## src/rtl/sensor_pkg.sv

```systemverilog
// Shared types and sizing for the sensor capture controller.
package sensor_pkg;

  localparam int unsigned SENSOR_DEPTH = 64;
  localparam int unsigned SENSOR_DW    = 32;

  typedef enum logic [1:0] {
    IDLE    = 2'd0,
    CAPTURE = 2'd1,
    FULL    = 2'd2
  } sensor_state_t;

endpackage

```

## src/rtl/sctrl_buffer.sv

```systemverilog
// Sample storage: DEPTH x DW flops, one write port, one registered read port.
module sctrl_buffer
  import sensor_pkg::*;
#(
  parameter int unsigned DEPTH = SENSOR_DEPTH,
  parameter int unsigned DW    = SENSOR_DW,
  localparam int unsigned AW   = $clog2(DEPTH)
) (
  input  logic          clk,
  input  logic          rstn,
  input  logic          we,
  input  logic [AW-1:0] waddr,
  input  logic [DW-1:0] wdata,
  input  logic [AW-1:0] raddr,
  output logic [DW-1:0] rdata
);

  logic [DW-1:0] mem [DEPTH];

  // Storage is intentionally not reset.
  always_ff @(posedge clk) begin
    if (we) mem[waddr] <= wdata;
  end

  // Read samples the array before this edge's write lands: old word on collision.
  always_ff @(posedge clk) begin
    if (!rstn) rdata <= '0;
    else       rdata <= mem[raddr];
  end

endmodule

```

## src/rtl/sensor_ctrl.sv

```systemverilog
// Sensor capture controller: fills a sample buffer on sensor strobes and
// raises a level interrupt while the buffer is full.
module sensor_ctrl
  import sensor_pkg::*;
#(
  parameter int unsigned DEPTH = SENSOR_DEPTH,
  parameter int unsigned DW    = SENSOR_DW,
  localparam int unsigned AW   = $clog2(DEPTH)
) (
  input  logic          cpu_clk,
  input  logic          cpu_rstn,
  input  logic          sctrl_en,
  input  logic          sctrl_clear,
  input  logic [AW-1:0] sctrl_addr,
  output logic [DW-1:0] sctrl_out,
  output logic          sctrl_interrupt,
  output logic          sensor_en,
  input  logic          sensor_ready,
  input  logic [DW-1:0] sensor_out
);

  localparam int unsigned CW = AW + 1;
  localparam logic [CW-1:0] LAST = CW'(DEPTH - 1);

  sensor_state_t state, state_d;
  logic [CW-1:0] count, count_d;
  logic          cap_wr;

  always_comb begin
    state_d   = state;
    count_d   = count;
    // Gated by reset so the sensor is never requested while reset is held.
    sensor_en = cpu_rstn && (state == CAPTURE) && !sctrl_clear;
    cap_wr    = sensor_en && sensor_ready;
    if (sctrl_clear) begin
      state_d = IDLE;
      count_d = '0;
    end else begin
      case (state)
        IDLE:    if (sctrl_en) state_d = CAPTURE;
        CAPTURE: begin
          if (cap_wr) count_d = count + CW'(1);
          if (cap_wr && (count == LAST)) state_d = FULL;
          else if (!sctrl_en)            state_d = IDLE;
        end
        FULL:    state_d = FULL;
        default: state_d = IDLE;
      endcase
    end
  end

  always_ff @(posedge cpu_clk) begin
    if (!cpu_rstn) begin
      state           <= IDLE;
      count           <= '0;
      sctrl_interrupt <= 1'b0;
    end else begin
      state           <= state_d;
      count           <= count_d;
      sctrl_interrupt <= (state_d == FULL);
    end
  end

  sctrl_buffer #(
    .DEPTH (DEPTH),
    .DW    (DW)
  ) u_buffer (
    .clk   (cpu_clk),
    .rstn  (cpu_rstn),
    .we    (cap_wr),
    .waddr (count[AW-1:0]),
    .wdata (sensor_out),
    .raddr (sctrl_addr),
    .rdata (sctrl_out)
  );

endmodule
```

## config.mk

```make
export PLATFORM = sky130hd
export DESIGN_NAME = sensor_ctrl
export DESIGN_NICKNAME = d
export VERILOG_FILES = /design/src/rtl/sensor_pkg.sv /design/src/rtl/sctrl_buffer.sv /design/src/rtl/sensor_ctrl.sv
export SDC_FILE = /design/constraint.sdc
export NUM_CORES = 2
export LEC_CHECK = 0
export CORE_AREA = 5 5 428 430
export CTS_CLUSTER_SIZE = 8
export DETAILED_ROUTE_END_ITERATION = 10
export DIE_AREA = 0 0 433 435
export GPL_TIMING_DRIVEN = 0
export PLACE_DENSITY_LB_ADDON = 0.2
export SETUP_SLACK_MARGIN = 0.02
export SYNTH_ARGS = -nofsm -noshare
export SYNTH_HDL_FRONTEND = slang
export SYNTH_HIERARCHICAL = 1
export SYNTH_SLANG_ARGS = --single-unit
```

## constraint.sdc

```tcl
create_clock -name cpu_clk -period 3.8 [get_ports cpu_clk]
set_input_delay 0.38 -clock cpu_clk [delete_from_list [all_inputs] [get_ports cpu_clk]]
set_output_delay 0.38 -clock cpu_clk [all_outputs]
set_load 0.01 [all_outputs]
```

==> flow_summary.ini <==
[sta]
finalHoldViolations = 0
worst_slack_ns = -0.158
aggregate_negative_setup_slack_ns = -0.565
post_route_minimum_period_ns = 3.96
maxClockFrequency_mhz = 253
finClkSkew_ns = 0.0780
slew_violations = 38
finalSetupViolations = 10
rsz0062_at_grt = yes
fin_crit_sh_pct = 104
max_slew.worst_pin.slew_ns = 1.55
fin_hold_ws_ns = 0.0624
slew_headroom_pct = -3.98

[min_path]
hold_path_class = input pin to register

[die]
die_x_um = 433
initial_utilization_pct = 44.6
ioPinCount = 77
die_y_um = 435
design.core.area_sq_mm = 0.179
rows = 156
die_area_sq_mm = 0.188

[worst_setup_path]
worst_setup_path_category = input pin to register
cpMaxStageDelayCell = sky130_fd_sc_hd__mux2i_1
crit_path_cell_trace = buf_2 > buf_2 > buf_2 > buf_1 > mux2i_1 > a21oi_1 > o21ai_1 > a21oi_1 > a221o_1
crit_top_cell = sky130_fd_sc_hd__buf_2
critPathCaptureType = register
crit_fanout = 10
largest_stage_delay_worst_path_ns = 0.95
cpLargestDelayFamily = buffers and inverters
worst_ep_arrival_time_ns = 4.73
cp_startpoint_kind = input pin
path_buf_inv = 4
required_ns = 4.57

[routing]
route.detailed.wl_per_inst_um = 43.9
drt_first_iter_violations = 7694
drt-vias-per-instance = 6.75
drtAntennaViolNets = 0
detailroute.via_count = 43800
drt-total-wl_um = 285000
detail_route.first_pass.iterations = 6
post-route-drc-count = 0

[clock_tree]
cts.clk_slew.worst_paths_ns = 0.05
cts_buffers = 311
tritoncts = built
cts-htree-levels = 5
worst_skew_pair.late_latency_ns = 0.93
clk_root_buffer_cell = sky130_fd_sc_hd__clkbuf_16
clock_path_buffers = 4
cts.sinks = 2090

[final_layout]
post_layout_nonfiller_instances = 6497
stdcell_area_sq_mm = 0.0963
layout.area.seq_sq_mm = 0.0623
final_nets = 4096
fillers = 13400
drive_above_1_share_pct = 31.7
syn2layout_area_growth_pct = 20.5
area_of_combinational_cells_with_multiple_inputs_sq_mm = 0.0169

[placement]
port-buffer-count = 72
placed_cells = 6068
placed_standard_cell_area_sq_mm = 0.0876
gp_congestion = 0.880
place_hpwl_um = 192000

[yosys]
synth_sequential_area_ratio_pct = 78.0
synthCells = 3458
synth-warning-count = 6
netlist-cell-type-count = 60
synth_largest_area_cell = sky130_fd_sc_hd__edfxtp_1
synth_async_sr_flop_share_pct = 0
syn-cell-area_sq_mm = 0.0799
synth_edf_count = 2048
syn_nets = 3502
ys_ff_latch = 2090
synth.top_cells.by_area = sky130_fd_sc_hd__edfxtp_1 (77%), sky130_fd_sc_hd__mux4_2 (15%), sky130_fd_sc_hd__mux2i_1 (1.5%)
syn_area_per_cell_sq_um = 23.1
dominant_synthesized_flop_cell = sky130_fd_sc_hd__edfxtp_1
synth_top_cell_area_share_pct = 77.0

[global_routing]
globalRouteTotalUtil_pct = 30.2
grt_first_pass_wirelength_um = 378000
grt_overflow_total = 0
antenna_found_initial = 8
grt_start_max_net_pins = 65
number_of_global_route_vias_before_repair = 41900

[power]
powerDensity_mw_per_mm2 = 544
total_leakage_power_nw = 30.5
power.ir.vdd_worst_mv = 0.504

[status]
result_of_the_run = finished, violations left
violations_in_the_final_reports = max-capacitance violations, max-slew violations, negative setup slack

[job]
cap_violations = 4
-- state kept, by name, summed over array words and instances, names as in the netlist --
register / count
sctrl_interrupt: 1
state: 2
count: 7
u_buffer/rdata: 32
u_buffer/mem: 2048
-- what timing repair did --
action,4_1_cts,5_1_grt
hold endpoints to repair,547,0
buffers inserted,6,9
gates resized for setup,2,1
pin swaps,3,5
hold buffers,27,0
setup endpoints to repair,35,49
-- synth_stat cells, types with 3 or more instances --
cell type	count
sky130_fd_sc_hd__o21ai_0	25
sky130_fd_sc_hd__and2_1	5
sky130_fd_sc_hd__buf_1	17
sky130_fd_sc_hd__nor3b_1	3
sky130_fd_sc_hd__mux4_2	541
sky130_fd_sc_hd__mux2i_1	117
sky130_fd_sc_hd__o221ai_1	6
sky130_fd_sc_hd__buf_4	31
sky130_fd_sc_hd__buf_6	24
sky130_fd_sc_hd__nand2_1	52
sky130_fd_sc_hd__o21ai_1	12
sky130_fd_sc_hd__edfxtp_1	2048
sky130_fd_sc_hd__nand3_1	18
sky130_fd_sc_hd__dfxtp_1	42
sky130_fd_sc_hd__mux2_2	27
sky130_fd_sc_hd__nand3b_1	4
sky130_fd_sc_hd__or3_1	6
sky130_fd_sc_hd__clkbuf_1	53
sky130_fd_sc_hd__buf_8	3
sky130_fd_sc_hd__or2_2	3
sky130_fd_sc_hd__inv_1	6
sky130_fd_sc_hd__a211oi_1	30
sky130_fd_sc_hd__a22oi_1	20
sky130_fd_sc_hd__buf_12	3
sky130_fd_sc_hd__nand2b_1	10
sky130_fd_sc_hd__nor2_1	102
sky130_fd_sc_hd__o211ai_1	9
sky130_fd_sc_hd__buf_2	56
sky130_fd_sc_hd__a221oi_1	4
sky130_fd_sc_hd__nor3_1	22
sky130_fd_sc_hd__a31o_1	4
sky130_fd_sc_hd__o22ai_1	15
sky130_fd_sc_hd__nor2b_1	31
sky130_fd_sc_hd__a21oi_1	51
sky130_fd_sc_hd__a2111oi_0	13
sky130_fd_sc_hd__a31oi_1	13
-- placed cells by master (no fill, tap or decap), types with 46 or more instances in the layout --
cell	n
sky130_fd_sc_hd__a21oi_1	51
sky130_fd_sc_hd__buf_12	129
sky130_fd_sc_hd__buf_2	90
sky130_fd_sc_hd__buf_4	46
sky130_fd_sc_hd__clkbuf_1	107
sky130_fd_sc_hd__clkbuf_16	320
sky130_fd_sc_hd__edfxtp_1	2048
sky130_fd_sc_hd__mux2i_1	117
sky130_fd_sc_hd__mux4_2	541
sky130_fd_sc_hd__nand2_1	52
sky130_fd_sc_hd__nor2_4	62
-- path summary, 6_finish.rpt --
check	startpoint	to	slack, ns	depth (start not counted)
setup / recovery	sctrl_addr[2]	u_buffer/rdata[9]	-0.16	9
hold / removal	sensor_out[18]	u_buffer/mem[30][18]	0.06	1
setup reg to reg	state[0]	u_buffer/mem[9][10]	0.07	7
hold reg to reg	count[5]	count[5]	0.49	1
-- kinds of logic after synthesis --
logic type	synth area share [%]
flip-flops	78.0
AND/OR/NAND/NOR	1.59
AO/OA/AOI/OAI	1.80
buffers and inverters	1.48
adder cells (fa/ha/maj)	0.0157
multiplexers	17.1
-- final cells by class --
type,count,share of cell area [%]
multi-input cells,1173,17.5
repair buffers,282,4.80
clock buffers,380,8.55
flip-flops and latches,2090,64.7
plain buffers,186,1.20
inverters,8,0.0351
diodes,2,0.00520
clock inverters,6,0.0844
well taps,2370,3.08
-- routing by layer --
layer / GRT usage, % / routed length [um]
met3: 7.09 / 34700
met2: 45.8 / 131000
met1: 41.9 / 104000
met4: 13.9 / 15900
met5: 0 / 11
-- stage by stage --
stage          utilization [%]  total power [mW]  setup slack (ns)
3_5_place_dp              48.8              28.4             -1.18
4_1_cts                   53.7              52.6            0.0873
2_1_floorplan                -              27.0             0.497
5_1_grt                   53.7              53.7           -0.0280
6_report                  53.7              52.4            -0.158
3_3_place_gp              46.6              28.4             -4.33
-- power by group --
part,switching [mW],internal (mW)
Combinational,1.77,0.938
Sequential,0.00994,25.4
Clock,9.35,15.0
Note: power is estimated with default switching activity, not from simulation.
